### src/rtl/sm_trace_pkg.sv
`default_nettype none
// ---------------------------------------------------------------------------
// sm_trace_pkg : shared types for the schoolMIPS commit-trace buffer
// Rev 1.0
// ---------------------------------------------------------------------------
package sm_trace_pkg;

  localparam int TRACE_CYC_W = 16;
  localparam int TRACE_REC_W = 64 + TRACE_CYC_W;

  typedef enum logic [1:0] {
    ST_IDLE    = 2'd0,
    ST_ARMED   = 2'd1,
    ST_CAPTURE = 2'd2,
    ST_DONE    = 2'd3
  } trace_state_t;

  // Field order matches the packed word stored in sm_trace_ram.
  typedef struct packed {
    logic [31:0]            pc;
    logic [31:0]            instr;
    logic [TRACE_CYC_W-1:0] cyc;
  } trace_rec_t;

endpackage
`default_nettype wire

### src/rtl/sm_trace_ram.sv
`default_nettype none
// ---------------------------------------------------------------------------
// sm_trace_ram : DEPTH x W register array, sync write, async read
// Rev 1.0
// ---------------------------------------------------------------------------
module sm_trace_ram
  import sm_trace_pkg::*;
#(
  parameter int DEPTH = 16,
  parameter int W     = TRACE_REC_W
) (
  input  logic                     clk,
  input  logic                     i_wr_en,
  input  logic [$clog2(DEPTH)-1:0] i_wr_addr,
  input  logic [W-1:0]             i_wr_data,
  input  logic [$clog2(DEPTH)-1:0] i_rd_addr,
  output logic [W-1:0]             o_rd_data
);

  logic [W-1:0] r_mem [DEPTH];

  always_ff @(posedge clk) begin
    if (i_wr_en) begin
      r_mem[i_wr_addr] <= i_wr_data;
    end
  end

  assign o_rd_data = r_mem[i_rd_addr];

endmodule
`default_nettype wire

### src/rtl/sm_trace_buf.sv
`default_nettype none
// ---------------------------------------------------------------------------
// sm_trace_buf : armable, PC-triggered commit-trace ring buffer with
//                valid/ready readout
// Rev 1.0
// ---------------------------------------------------------------------------
module sm_trace_buf
  import sm_trace_pkg::*;
#(
  parameter int DEPTH    = 16,
  parameter int CYC_W    = TRACE_CYC_W,
  parameter int STOP_CNT = 200
) (
  input  logic                     clk,
  input  logic                     rst_n,
  input  logic                     cpu_en,
  input  logic [31:0]              pc,
  input  logic [31:0]              instr,
  input  logic                     arm,
  input  logic                     ring_mode,
  input  logic                     trig_en,
  input  logic [31:0]              trig_pc,
  input  logic                     rd_ready,
  output logic                     rd_valid,
  output logic [31:0]              rd_pc,
  output logic [31:0]              rd_instr,
  output logic [CYC_W-1:0]         rd_cyc,
  output logic [$clog2(DEPTH):0]   count,
  output logic [1:0]               state,
  output logic                     overflow,
  output logic                     done
);

  localparam int AW    = $clog2(DEPTH);
  localparam int CW    = AW + 1;
  localparam int REC_W = 64 + CYC_W;

  trace_state_t     r_state;
  logic [AW-1:0]    r_wr_ptr;
  logic [AW-1:0]    r_rd_ptr;
  logic [CW-1:0]    r_count;
  logic             r_overflow;
  logic [31:0]      r_cap_cnt;
  logic [CYC_W-1:0] r_cyc;

  logic             w_active;
  logic             w_hit;
  logic             w_pop;
  logic             w_full;
  logic             w_wr;
  logic             w_ovw;
  logic             w_stop;
  logic [31:0]      w_cap_nxt;
  logic [CW-1:0]    w_count_nxt;
  logic [REC_W-1:0] w_rd_data;

  assign w_active  = (r_state == ST_ARMED) || (r_state == ST_CAPTURE);
  assign w_hit     = cpu_en && ((r_state == ST_CAPTURE) ||
                                ((r_state == ST_ARMED) && (pc == trig_pc)));
  assign w_pop     = (r_count != '0) && rd_ready;
  assign w_full    = (r_count == CW'(DEPTH));
  // A full stop-mode buffer only accepts a commit if a pop frees a slot.
  assign w_wr      = w_hit && !arm && !(w_full && !ring_mode && !w_pop);
  assign w_ovw     = w_wr && w_full && !w_pop;
  assign w_cap_nxt = r_cap_cnt + 32'd1;

  always_comb begin
    w_count_nxt = r_count;
    if (w_wr && !w_pop && !w_full) begin
      w_count_nxt = r_count + 1'b1;
    end else if (!w_wr && w_pop) begin
      w_count_nxt = r_count - 1'b1;
    end
  end

  assign w_stop = w_wr && (((STOP_CNT != 0) && (w_cap_nxt == 32'(STOP_CNT))) ||
                           (!ring_mode && (w_count_nxt == CW'(DEPTH))));

  always_ff @(posedge clk) begin
    if (!rst_n) begin
      r_state    <= ST_IDLE;
      r_wr_ptr   <= '0;
      r_rd_ptr   <= '0;
      r_count    <= '0;
      r_overflow <= 1'b0;
      r_cap_cnt  <= '0;
      r_cyc      <= '0;
    end else if (arm) begin
      r_state    <= trig_en ? ST_ARMED : ST_CAPTURE;
      r_wr_ptr   <= '0;
      r_rd_ptr   <= '0;
      r_count    <= '0;
      r_overflow <= 1'b0;
      r_cap_cnt  <= '0;
      r_cyc      <= '0;
    end else begin
      r_count <= w_count_nxt;
      if (w_wr) begin
        r_wr_ptr  <= r_wr_ptr + 1'b1;
        r_cap_cnt <= w_cap_nxt;
      end
      if (w_pop || w_ovw) begin
        r_rd_ptr <= r_rd_ptr + 1'b1;
      end
      if (w_ovw) begin
        r_overflow <= 1'b1;
      end
      if (cpu_en && w_active) begin
        r_cyc <= r_cyc + 1'b1;
      end
      if (w_stop || (w_hit && !w_wr)) begin
        r_state <= ST_DONE;
      end else if (w_hit && (r_state == ST_ARMED)) begin
        r_state <= ST_CAPTURE;
      end
    end
  end

  sm_trace_ram #(
    .DEPTH (DEPTH),
    .W     (REC_W)
  ) u_ram (
    .clk       (clk),
    .i_wr_en   (w_wr),
    .i_wr_addr (r_wr_ptr),
    .i_wr_data ({pc, instr, r_cyc}),
    .i_rd_addr (r_rd_ptr),
    .o_rd_data (w_rd_data)
  );

  assign rd_valid = (r_count != '0);
  assign rd_pc    = w_rd_data[REC_W-1 -: 32];
  assign rd_instr = w_rd_data[REC_W-33 -: 32];
  assign rd_cyc   = w_rd_data[CYC_W-1:0];
  assign count    = r_count;
  assign state    = r_state;
  assign overflow = r_overflow;
  assign done     = (r_state == ST_DONE);

endmodule
`default_nettype wire
### config.mk
export PLATFORM = sky130hd
export DESIGN_NAME = sm_trace_buf
export DESIGN_NICKNAME = d
export VERILOG_FILES = /design/src/rtl/sm_trace_pkg.sv /design/src/rtl/sm_trace_ram.sv /design/src/rtl/sm_trace_buf.sv
export SDC_FILE = /design/constraint.sdc
export NUM_CORES = 1
export LEC_CHECK = 0
export BUFFER_PORTS_ARGS = -buffer_cell sky130_fd_sc_hd__buf_2
export CAP_MARGIN = 40
export CORE_ASPECT_RATIO = 1.25
export CORE_MARGIN = 10
export CORE_UTILIZATION = 50
export DETAILED_ROUTE_END_ITERATION = 12
export HOLD_SLACK_MARGIN = 0.08
export PLACE_DENSITY = 0.75
export SLEW_MARGIN = 15
export SYNTH_ARGS = -nofsm -noshare
export SYNTH_HDL_FRONTEND = slang
export SYNTH_HIERARCHICAL = 1
export SYNTH_SLANG_ARGS = --single-unit
### constraint.sdc
create_clock -name clk -period 9.5 [get_ports clk]
set_clock_uncertainty 0.15 [all_clocks]
set_input_delay 1.9 -clock clk [delete_from_list [all_inputs] [get_ports clk]]
set_output_delay 1.9 -clock clk [all_outputs]
set_load 0.02 [all_outputs]
==> results.md <==
* Outcome: finished, final reports clean
* Synth Area per Inst at 21.1 µm²
* Top FF cell, synth: edfxtp_1
* Rows at 131
* Pwr dens at 197 nW/µm²
* Synth warn at 6
* Worst Tran Pin Value at 0.868 ns
* Cells on worst reg2reg path at 11
* Critical Path Stages at 13
* Commonest non-fill, non-tap cell in the layout: edfxtp_1
* Worst path bufs/invs at 5
* Vias in the first global route at 27100
* Post-DP HPWL at 69.4 mm
* Core outline area at 102000 µm²
* DR iter-0 viols at 2998
* Gpl congestion at 0.793
* HP Start: overflow
* Final WL at 122 mm
* WP data arrival at 6.67 ns
* RSZ-0062 raised after global routing: false
* Clock transition at path regs at 0.06 ns
* Cell count after synthesis at 2449
* DR vias/cell at 6.28
* Most frequent cells in the layout: edfxtp_1 (1280), mux4_2 (320), buf_2 (192), a22oi_1 (160), clkbuf_16 (121)
* Post-synth cell types at 60
* Met2 wire length at 63.5 mm
* Die Area at 117000 µm²
* Reg2reg end: u_ram/r_mem[14][67]
* Async S/R FF share, synth at 0%
* Wire per inst at 29.5 µm
* Highest Signal Layer: met5
* DR pass1 iterations at 5
* DRC at 0
* N_diodes at 0
* Share of layout cells above drive strength 1 at 28.3%
* All-Layer GR Usage at 20.9%
* Seq/Total Area, Yosys at 76.8%
* Cell family with most CP delay: simple AND/OR/NAND/NOR gates
* Flops & latches, synth at 1344
* CP max FO at 19
* Slew Limit Headroom at 42.0%
* CTS Root Cell: clkbuf_16
* Final Util at 57.4%
* Worst r2r src: state[0]
* TritonCTS clock tree: yes
* Clock Latency Late Sink at 0.73 ns
* DR WL met3 at 9.85 mm
* Worst stage delay on the critical path at 0.80 ns
* Die width at 308 µm
* Leakage power at 18.4 nW
* Placed instance area at 54800 µm²
* Part of the cycle the worst path needs at 67.5%
* Met1 wire length at 45.0 mm
* Max-cap viol count at 0
* First-pass GRT wire length at 181 mm
* Hold Crit Depth at 2
* Initial Util at 50.5%
* Post-CTS sizing at 0
* CTS Buffer Depth at 3
* Final nets at 2816
* Initial antenna violation count at 18
* Syn Std Cell Area at 51700 µm²
* Pin count of the biggest net entering global routing at 132
* Min Tclk post-route at 6.42 ns
* Reg2Reg Setup Slack at 4.89 ns
* Final setup fails at 0
* Critical path type: input pin to flip-flop
* Total grt overflow at 0
* Antenna-violating nets left at 0
* Area delta synth->final at 13.6%
* Mapped Nets at 2561
* Post-CTS setup buffers at 0
* Number of synthesized flops with an enable pin at 1280
* Crit. End Element: flip-flop
* Worst ir drop on vdd at 0.132 mV
* Non-Filler Instances at 4133
* Num Clock Sinks at 1344
* Startpoint Class: input pin
* H-tree levels at 3
* CP max stage cell: nor2_4
* Vias at 26000
* Hold WC Path Type: flip-flop to flip-flop
* Post-route design area at 58700 µm²
* TNS Setup at 0 ns
* Hold_buf cts at 0
* Crit-path cells: buf_2 -> xnor2_1 -> buf_4 -> nand4_1 -> nor4_1 -> a31oi_1 -> buf_4 -> nor2_1 -> o31ai_4 -> inv_2 -> nand3_1 -> nor2_4 -> buf_4
* Num ports at 193
* Final Max Slew Viols at 0
* Final hold vios at 0
* Most used cell, CP: buf_4
* TritonCTS Buffers at 119
* WHS Endpoint: overflow
* Worst EP required at 9.75 ns
* Fmax at 156 MHz
* Cells after DPL at 3910
* Die H at 379 µm
* Port bufs at 192
## synthesized netlist by cell type (6+ instances only)
cell type     n  area [µm²]
a21oi_1      13        65.1
a22oi_1     160        1200
a31oi_1       8        50.1
and3_1        8        50.1
buf_1        25        93.8
buf_2        26         130
buf_6        13         146
clkbuf_1     59         221
dfxtp_1      64        1280
edfxtp_1   1280       38400
ha_1          9         113
inv_1        11        41.3
mux2i_1       6        60.1
mux4_2      320        7210
nand2_1     116         435
nand3_1      22         110
nand4_1      20         125
nor2_1       90         338
nor2b_1       6        37.5
nor3_1       17        85.1
nor4_1        9        56.3
o21ai_0      10        50.1
or3_1         6        37.5
xnor2_1      55         482
xor2_1       32         280
## worst max-delay path by stage
| stage | start | to | slack (ns) |
|---|---|---|---|
| floorplan | trig_pc[31] | u_ram/r_mem[1][0] | 1.49 |
| global placement | pc[18] | u_ram/r_mem[3][31] | 2.02 |
| detailed placement | pc[18] | u_ram/r_mem[3][31] | 2.31 |
| CTS | pc[18] | u_ram/r_mem[3][40] | 3.05 |
| global route | pc[18] | u_ram/r_mem[14][24] | 3.04 |
| finish | pc[18] | u_ram/r_mem[14][67] | 3.08 |
## sequential cells by signal, summed over array words and instances, names as in the netlist
| register | flops |
|---|---|
| state | 2 |
| r_cyc | 16 |
| r_rd_ptr | 4 |
| count | 5 |
| r_wr_ptr | 4 |
| r_cap_cnt | 32 |
| overflow | 1 |
| u_ram/r_mem | 1280 |
## worst register-to-register path, cell delays in order (launching register included)
cell	delay, ns
dfxtp_1	0.43
ha_1	0.33
nand2_1	0.16
nor4_1	0.23
a31oi_1	0.24
buf_4	0.29
nor2_1	0.48
o31ai_4	0.25
inv_2	0.15
nand3_1	0.34
nor2_4	0.80
buf_4	0.42
## logic make-up (layout without fill, tap and decap cells)
group / count (synthesis) / count (layout) / share of synthesized area [%]
compound gates: 217 / 217 / 3.08
xor+xnor: 87 / 87 / 1.47
fa+ha+maj: 9 / 9 / 0.218
buf+inv: 140 / 494 / 1.30
flops: 1344 / 1344 / 76.8
mux: 327 / 327 / 14.1
simple gates: 325 / 325 / 3.01
## power breakdown
| group | switching, W | total (W) | internal (W) |
|---|---|---|---|
| clock network | 0.00209 | 0.00478 | 0.00269 |
| logic | 0.000193 | 0.000291 | 0.0000988 |
| registers | 0.00000772 | 0.00648 | 0.00647 |
| total | 0.00229 | 0.0115 | 0.00926 |
## stage by stage
step | total power [W] | hold WS [ns] | worst slack [ns]
2_1_floorplan | 0.00674 | 0.338 | 1.49
3_3_place_gp | 0.00688 | 0.316 | 2.02
3_5_place_dp | 0.00690 | 0.313 | 2.31
4_1_cts | 0.0116 | 0.341 | 3.05
5_1_grt | 0.0119 | 0.360 | 3.04
6_report | 0.0115 | 0.336 | 3.08
## layout make-up
type | count | area [µm²]
clock buffers | 159 | 3220
clock inverters | 61 | 678
fillers | 7127 | 43500
inverters | 12 | 45.0
multi-input cells | 965 | 11500
flip-flops and latches | 1344 | 39700
well taps | 1330 | 1660
repair buffers | 262 | 1940
## routing by layer
metal	track usage, %	vias to the layer above
li1	-	10700
met1	26.8	13700
met2	36.0	1338
met3	4.12	214
met4	6.36	20
met5	0	-
No activity file was read; power rests on OpenSTA's default activity.
